## src/rtl/pipe_stage_reg.sv

```systemverilog
// pipe_stage_reg: handshaked pipeline stage register with optional two-entry skid buffer and bubble counter
module pipe_stage_reg #(
    parameter int               WIDTH   = 32,
    parameter int               SKID    = 1,
    parameter logic [WIDTH-1:0] RST_VAL = '0,
    parameter int               CNT_W   = 16
) (
    input  logic             clk,
    input  logic             rst,
    input  logic             flush,
    input  logic             in_valid,
    output logic             in_ready,
    input  logic [WIDTH-1:0] in_data,
    output logic             out_valid,
    input  logic             out_ready,
    output logic [WIDTH-1:0] out_data,
    output logic [1:0]       occupancy,
    output logic [CNT_W-1:0] bubble_cnt
);
    typedef enum logic [1:0] {EMPTY = 2'd0, ONE = 2'd1, FULL = 2'd2} state_t;

    state_t           r_state, w_next;
    logic [WIDTH-1:0] r_main, r_skid, w_main, w_skid;
    logic [CNT_W-1:0] r_bubble;
    logic             w_in_fire, w_out_fire;

    assign out_valid  = r_state != EMPTY;
    assign in_ready   = (SKID != 0) ? (r_state != FULL) : (!out_valid || out_ready);
    assign w_in_fire  = in_valid && in_ready;
    assign w_out_fire = out_valid && out_ready;
    assign out_data   = r_main;
    assign occupancy  = r_state;
    assign bubble_cnt = r_bubble;

    // next state and storage updates; flush overrides every transition
    always_comb begin
        w_next = r_state;
        w_main = r_main;
        w_skid = r_skid;
        case (r_state)
            EMPTY: if (w_in_fire) begin
                w_next = ONE;
                w_main = in_data;
            end
            ONE: if (w_in_fire && w_out_fire) begin
                w_main = in_data;
            end else if (w_in_fire && SKID != 0) begin
                w_next = FULL;
                w_skid = in_data;
            end else if (w_out_fire) begin
                w_next = EMPTY;
            end
            FULL: if (w_out_fire) begin
                w_next = ONE;
                w_main = r_skid;
            end
            default: w_next = EMPTY;
        endcase
        if (flush) begin
            w_next = EMPTY;
            w_main = RST_VAL;
            w_skid = RST_VAL;
        end
    end

    // state and payload registers
    always_ff @(posedge clk) begin
        if (rst) begin
            r_state <= EMPTY;
            r_main  <= RST_VAL;
            r_skid  <= RST_VAL;
        end else begin
            r_state <= w_next;
            r_main  <= w_main;
            r_skid  <= w_skid;
        end
    end

    // saturating count of cycles where downstream was ready but nothing was offered
    always_ff @(posedge clk) begin
        if (rst) r_bubble <= '0;
        else if (out_ready && !out_valid && r_bubble != '1) r_bubble <= r_bubble + 1'b1;
    end
endmodule

```

## config.mk

```make
export PLATFORM = sky130hd
export DESIGN_NAME = pipe_stage_reg
export DESIGN_NICKNAME = d
export VERILOG_FILES = /design/src/rtl/pipe_stage_reg.sv
export SDC_FILE = /design/constraint.sdc
export NUM_CORES = 1
export LEC_CHECK = 0
export CAP_MARGIN = 25
export CORE_ASPECT_RATIO = 0.75
export CORE_MARGIN = 3
export CORE_UTILIZATION = 52
export DETAILED_ROUTE_END_ITERATION = 7
export PLACE_DENSITY = 0.84
export SYNTH_ARGS = -nofsm -noshare
export SYNTH_HDL_FRONTEND = slang
export SYNTH_SLANG_ARGS = --single-unit
export TNS_END_PERCENT = 1
```

## constraint.sdc

```tcl
create_clock -name clk -period 6.8 [get_ports clk]
set_input_delay 2.04 -clock clk [delete_from_list [all_inputs] [get_ports clk]]
set_output_delay 2.04 -clock clk [all_outputs]
set_load 0.005 [all_outputs]
```

==> impl_metrics.yaml, run 1 <==
route:
  drt-initial-drc-count: 156
  routedWlPerCell_um: 14.4
  viasPerCell: 5.56
  drc_errors: 0
  ant_nets: 0
  num_vias: 3118
  drt_pass1_iterations: 4
  routed_wl_um: 8050
die:
  num_rows: 25
  core_area_mm2: 0.00638
  floorplan.initialDensity_pct: 54.2
  io_pins: 89
  die_w_um: 100
  chipHeight_um: 76.6
  die_area_mm2: 0.00768
power:
  ir_worst_vdd_mv: 0.163
  p_per_area_mw_per_mm2: 211
  leakagePower_nw: 1.75
critical_path:
  crit_path_end_kind: "output port"
  path_class: "flop to output port"
  endpoint: "in_ready"
  cpMaxStageDelayCell: "clkdlybuf4s50_1"
  startpoint_type: "flop"
  reg2reg_slack_ns: 4.62
  r2r-start: "occupancy[0]"
  critPathLaunch: "occupancy[0]"
  cp.arrival_ns: 2.19
  crit_required_ns: 4.76
  r2r-end: "bubble_cnt[9]"
  r2r_cells: 4
  path_cells: "nand2b_2 -> buf_4 -> clkdlybuf4s50_1"
  crit_fanout: 34
  cpPeakStageDelay_ns: 0.62
sta:
  max_slew_margin_pct: 51.0
  slew_viol_final: 0
  post-route-period-util_pct: 62.2
  finClkSkew_ns: 0.00862
  rsz0062_at_grt: "false"
  fin_ws_ns: 2.57
  finalHoldViolations: 0
  worst_pin_slew_ns: 0.732
  fmax_mhz: 236
  finalSetupTns_ns: 0
  min_period_ns: 4.23
  finalSetupViolations: 0
layout:
  fill_cells: 498
  fin_cells: 561
  final_common_cell: "clkdlybuf4s50_1"
  fin_area_mm2: 0.00459
  nNetsFinal: 513
  finish.utilization_pct: 71.9
  seq_area_mm2: 0.00164
  multiInputGateArea_mm2: 0.00170
  syn2layout_area_growth_pct: 32.7
  num_antenna_cells: 0
  drive_gt1_share_pct: 6.67
  final_cell_mix: "clkdlybuf4s50_1 (88), dfxtp_1 (82), nand2_1 (70), a21oi_1 (44), nor2_1 (38)"
clock_network:
  cts.sinks: 82
  root_buffer: "clkbuf_8"
  cts_buffer_depth: 2
  ctsHtreeMaxLevel: 3
  numCtsBuffers: 9
  clk_pin_slew_ns: 0.08
  clk_latency_ns: 0.34
  cts-resized-gates: 0
  post_cts_buffers: 0
  hold_buffers: 0
  cts_tree: "done"
synthesis:
  ys_ff_latch: 82
  synth_flop_cell: "dfxtp_1"
  avgSynthCellArea_um2: 8.61
  yosysUniqueCellTypes: 33
  yosysSeqAreaShare_pct: 47.5
  synth_edf_count: 0
  syn_inst: 402
  yosys.area.top_type_share_pct: 47.5
  syn_area_mm2: 0.00346
  synth_area_leaders: "dfxtp_1 (47%), mux2i_1 (9.5%), nand2_1 (7.6%)"
  syn-num-nets: 440
  synth_largest_area_cell: "dfxtp_1"
  yosys_warnings: 0
  async_flop_share_pct: 0
place:
  dp_hpwl_um: 5440
  place.gp.congestion: 0.734
  placedCellCount: 545
  portBuffers: 88
  place_ws_ns: 2.35
  place_area_mm2: 0.00438
worst_hold_path:
  min_path_type: "flop to flop"
  min_from: "r_skid[31]"
global_routing:
  grtUsageMet1_pct: 27.9
  grt_pass1_wl_um: 13700
  antenna_found_initial: 0
  met3_usage_pct: 6.22
  grt_max_degree: 67
  busiest_layer: "met2"
  track_usage_pct: 21.5
  gr-total-overflow: 0
  grt_use_met2_pct: 34.8
  grt_pass1_vias: 2973
flow_run:
  cap_violations: 0
run_status:
  status: "finished, final reports clean"
kinds of logic (layout without fill, tap and decap cells):
group                    Yosys count  count (layout)  share of synthesized area (%)
AND/OR/NAND/NOR                  155             155                           20.7
AO/OA/AOI/OAI                     91              91                           16.3
flip-flops                        82              82                           47.5
multiplexers                      37              37                           10.8
buffers and inverters             36             114                           4.34
adder cells (fa/ha/maj)            1               1                          0.362
sequential cells by signal, indices dropped and copies added, names as in the netlist:
register and count:
bubble_cnt 16, out_data 32, r_skid 32, occupancy 2
stage by stage:
stage	power (W)	hold WS [ns]
6_report	0.000966	0.456
5_1_grt	0.00101	0.470
4_1_cts	0.000979	0.458
3_5_place_dp	0.000618	0.446
3_3_place_gp	0.000614	0.441
2_1_floorplan	0.000559	0.436
critical path: cells and delay by family, from the launching register on:
kind	cells	cell delay [ns]
buffers and inverters	2	1.10
DFF	1	0.55
and+or+nand+nor	1	0.19
worst min-delay path by stage:
stage | cells past startpoint | endpoint
after CTS | 2 | r_skid[30]
after global placement | 2 | r_skid[20]
after detailed placement | 2 | r_skid[30]
after floorplan | 2 | r_skid[0]
final | 2 | r_skid[31]
after global routing | 2 | r_skid[12]
metal layers:
layer | vias up | wire, um
met4 | 0 | 58
li1 | 1563 | -
met1 | 1465 | 3550
met2 | 84 | 3910
met5 | - | 0
met3 | 6 | 536
power breakdown:
group / internal (W) / switching, W
Clock: 0.000183 / 0.000177
Sequential: 0.000493 / 0.00000899
Combinational: 0.0000564 / 0.0000479
synth_stat cells, drive strengths merged, types with 2 or more instances:
cell / instances
dfxtp: 82
nand2: 70
a21oi: 44
nor2: 38
a211oi: 34
mux2i: 33
clkbuf: 28
or3: 7
or4: 7
nor4: 6
o31ai: 6
nand3: 5
nor2b: 5
o21ai: 5
buf: 4
inv: 4
mux2: 4
nand4: 4
nand2b: 2
nand3b: 2
nor3b: 2
or2: 2
layout make-up:
class / instances / share of cell area, %
Clock buffer: 10 / 3.00
Clock inverter: 6 / 1.58
Inverter: 4 / 0.327
Multi-Input combinational cell: 284 / 36.9
Sequential cell: 82 / 35.8
Tap cell: 81 / 2.21
Timing Repair Buffer: 94 / 20.2
Note: power is estimated with default switching activity, not from simulation.
==> inputs of run 2 (changes only) <==
Settings changed: CORE_UTILIZATION 52 to 44, PLACE_DENSITY 0.84 to 0.76.
Clock period 6.8 ns to 3.6 ns, I/O delays scaled along.
==> run 2 against run 1 <==
Worst setup slack got worse by 1.8 ns. Sequential cell count unchanged. Die area rose by 17%. Critical path type is now input port to flop. Sequential share of layout area down 0.56 points. Via count down 0.64%. Critical path depth is 2 higher. First-iteration DRC count fell by 40%. Utilization decreased by 9.8 points.
==> impl_metrics.yaml, run 2 (same netlist as run 1, synthesis figures left out) <==
clock_network:
  clk_pin_slew_ns: 0.09
  hold_buffers: 0
  cts_tree: "done"
  post_cts_buffers: 0
  cts.sinks: 82
  root_buffer: "clkbuf_8"
  ctsHtreeMaxLevel: 3
  cts-resized-gates: 0
  clk_latency_ns: 0.35
  numCtsBuffers: 9
  cts_buffer_depth: 2
layout:
  num_antenna_cells: 0
  fill_cells: 679
  syn2layout_area_growth_pct: 34.8
  final_cell_mix: "clkdlybuf4s50_1 (88), dfxtp_1 (82), nand2_1 (70), a21oi_1 (44), nor2_1 (38)"
  drive_gt1_share_pct: 7.23
  final_common_cell: "clkdlybuf4s50_1"
  nNetsFinal: 518
route:
  drc_errors: 0
  drt-initial-drc-count: 94
  viasPerCell: 5.30
  routedWlPerCell_um: 13.9
  drt_pass1_iterations: 5
  routed_wl_um: 8130
  num_vias: 3098
  ant_nets: 0
sta:
  finalSetupViolations: 0
  slew_viol_final: 0
  min_period_ns: 2.87
  fmax_mhz: 348
  fin_ws_ns: 0.726
  max_slew_margin_pct: 54.5
  post-route-period-util_pct: 79.8
  finalSetupTns_ns: 0
  rsz0062_at_grt: "false"
  worst_pin_slew_ns: 0.681
  finalHoldViolations: 0
  finClkSkew_ns: 0.0108
global_routing:
  track_usage_pct: 18.6
  grt_max_degree: 42
  antenna_found_initial: 0
  grt_pass1_vias: 2857
  gr-total-overflow: 0
  grt_pass1_wl_um: 13300
die:
  die_w_um: 108
  core_area_mm2: 0.00750
  io_pins: 89
  chipHeight_um: 82.8
  floorplan.initialDensity_pct: 46.1
  die_area_mm2: 0.00897
  num_rows: 27
worst_hold_path:
  hold-path-endpoint: "r_skid[31]"
  min_from: "r_skid[31]"
  min_path_type: "flop to flop"
  holdPathStages: 2
critical_path:
  crit_fanout: 13
  crit_required_ns: 3.84
  crit_path_end_kind: "flop"
  reg2reg_slack_ns: 1.47
  r2r_cells: 4
  path_cells: "clkdlybuf4s50_1 -> or3b_4 -> or3_1 -> nor4_1 -> mux2_2"
  cp.arrival_ns: 3.12
  startpoint_type: "input port"
  r2r-end: "bubble_cnt[9]"
  path_class: "input port to flop"
  r2r-start: "occupancy[0]"
  cpMaxStageDelayCell: "clkdlybuf4s50_1"
  cpPeakStageDelay_ns: 0.49
  critPathLaunch: "out_ready"
flow_run:
  cap_violations: 0
power:
  leakagePower_nw: 1.78
  ir_worst_vdd_mv: 0.260
  p_per_area_mw_per_mm2: 398
place:
  dp_hpwl_um: 5630
  place.gp.congestion: 0.840
  portBuffers: 88
  place_ws_ns: 0.378
run_status:
  status: "finished, final reports clean"
-- run 2: per-stage QoR --
| stage | utilization [%] | area, um2 | power (W) | cells | hold slack (ns) |
|---|---|---|---|---|---|
| 2_1_floorplan | - | 3460 | 0.00106 | 402 | 0.436 |
| 3_3_place_gp | 59.4 | 4450 | 0.00117 | 570 | 0.441 |
| 3_5_place_dp | 59.4 | 4450 | 0.00117 | 570 | 0.446 |
| 4_1_cts | 62.2 | 4660 | 0.00188 | 585 | 0.456 |
| 5_1_grt | 62.2 | 4660 | 0.00193 | 585 | 0.478 |
| 6_report | 62.2 | 4660 | 0.00185 | 585 | 0.454 |
-- run 2: final cells by class --
class / instances / area (um2) / area share [%]
Multi-Input combinational cell: 284 / 1700 / 36.4
Timing Repair Buffer: 99 / 976 / 20.9
Inverter: 4 / 15.0 / 0.322
Clock buffer: 10 / 128 / 2.74
Sequential cell: 82 / 1640 / 35.2
Clock inverter: 5 / 80.1 / 1.72
Tap cell: 101 / 126 / 2.71
-- run 2: how the worst max path moves through the flow --
stage / end / cells past startpoint / slack [ns]
2_1_floorplan: bubble_cnt[15] / 6 / 0.90
3_3_place_gp: bubble_cnt[15] / 5 / 0.46
3_5_place_dp: bubble_cnt[9] / 5 / 0.38
4_1_cts: bubble_cnt[9] / 5 / 0.75
5_1_grt: bubble_cnt[9] / 5 / 0.60
6_report: bubble_cnt[9] / 5 / 0.73
-- run 2: critical path: cells and delay by family --
kind / cells / cell delay (ns)
buffers and inverters: 1 / 0.49
multiplexers: 1 / 0.37
AND/OR/NAND/NOR: 3 / 1.18
-- run 2: report_power, final --
group / switching [W] / total (W) / leakage, nW / internal [W]
registers: 0.0000167 / 0.000947 / 0.666 / 0.000930
clock network: 0.000319 / 0.000705 / 0.0984 / 0.000386
logic: 0.0000908 / 0.000202 / 1.02 / 0.000112
total: 0.000426 / 0.00185 / 1.78 / 0.00143
-- run 2: routing by layer --
| layer | vias to the layer above | wire, um | track usage [%] | part of all wire (%) |
|---|---|---|---|---|
| li1 | 1576 | - | - | - |
| met1 | 1428 | 3790 | 23.5 | 47 |
| met2 | 86 | 3750 | 31.1 | 46 |
| met3 | 8 | 534 | 6.65 | 6.6 |
| met4 | 0 | 56 | 3.53 | 0.69 |
| met5 | - | 0 | 0 | 0 |
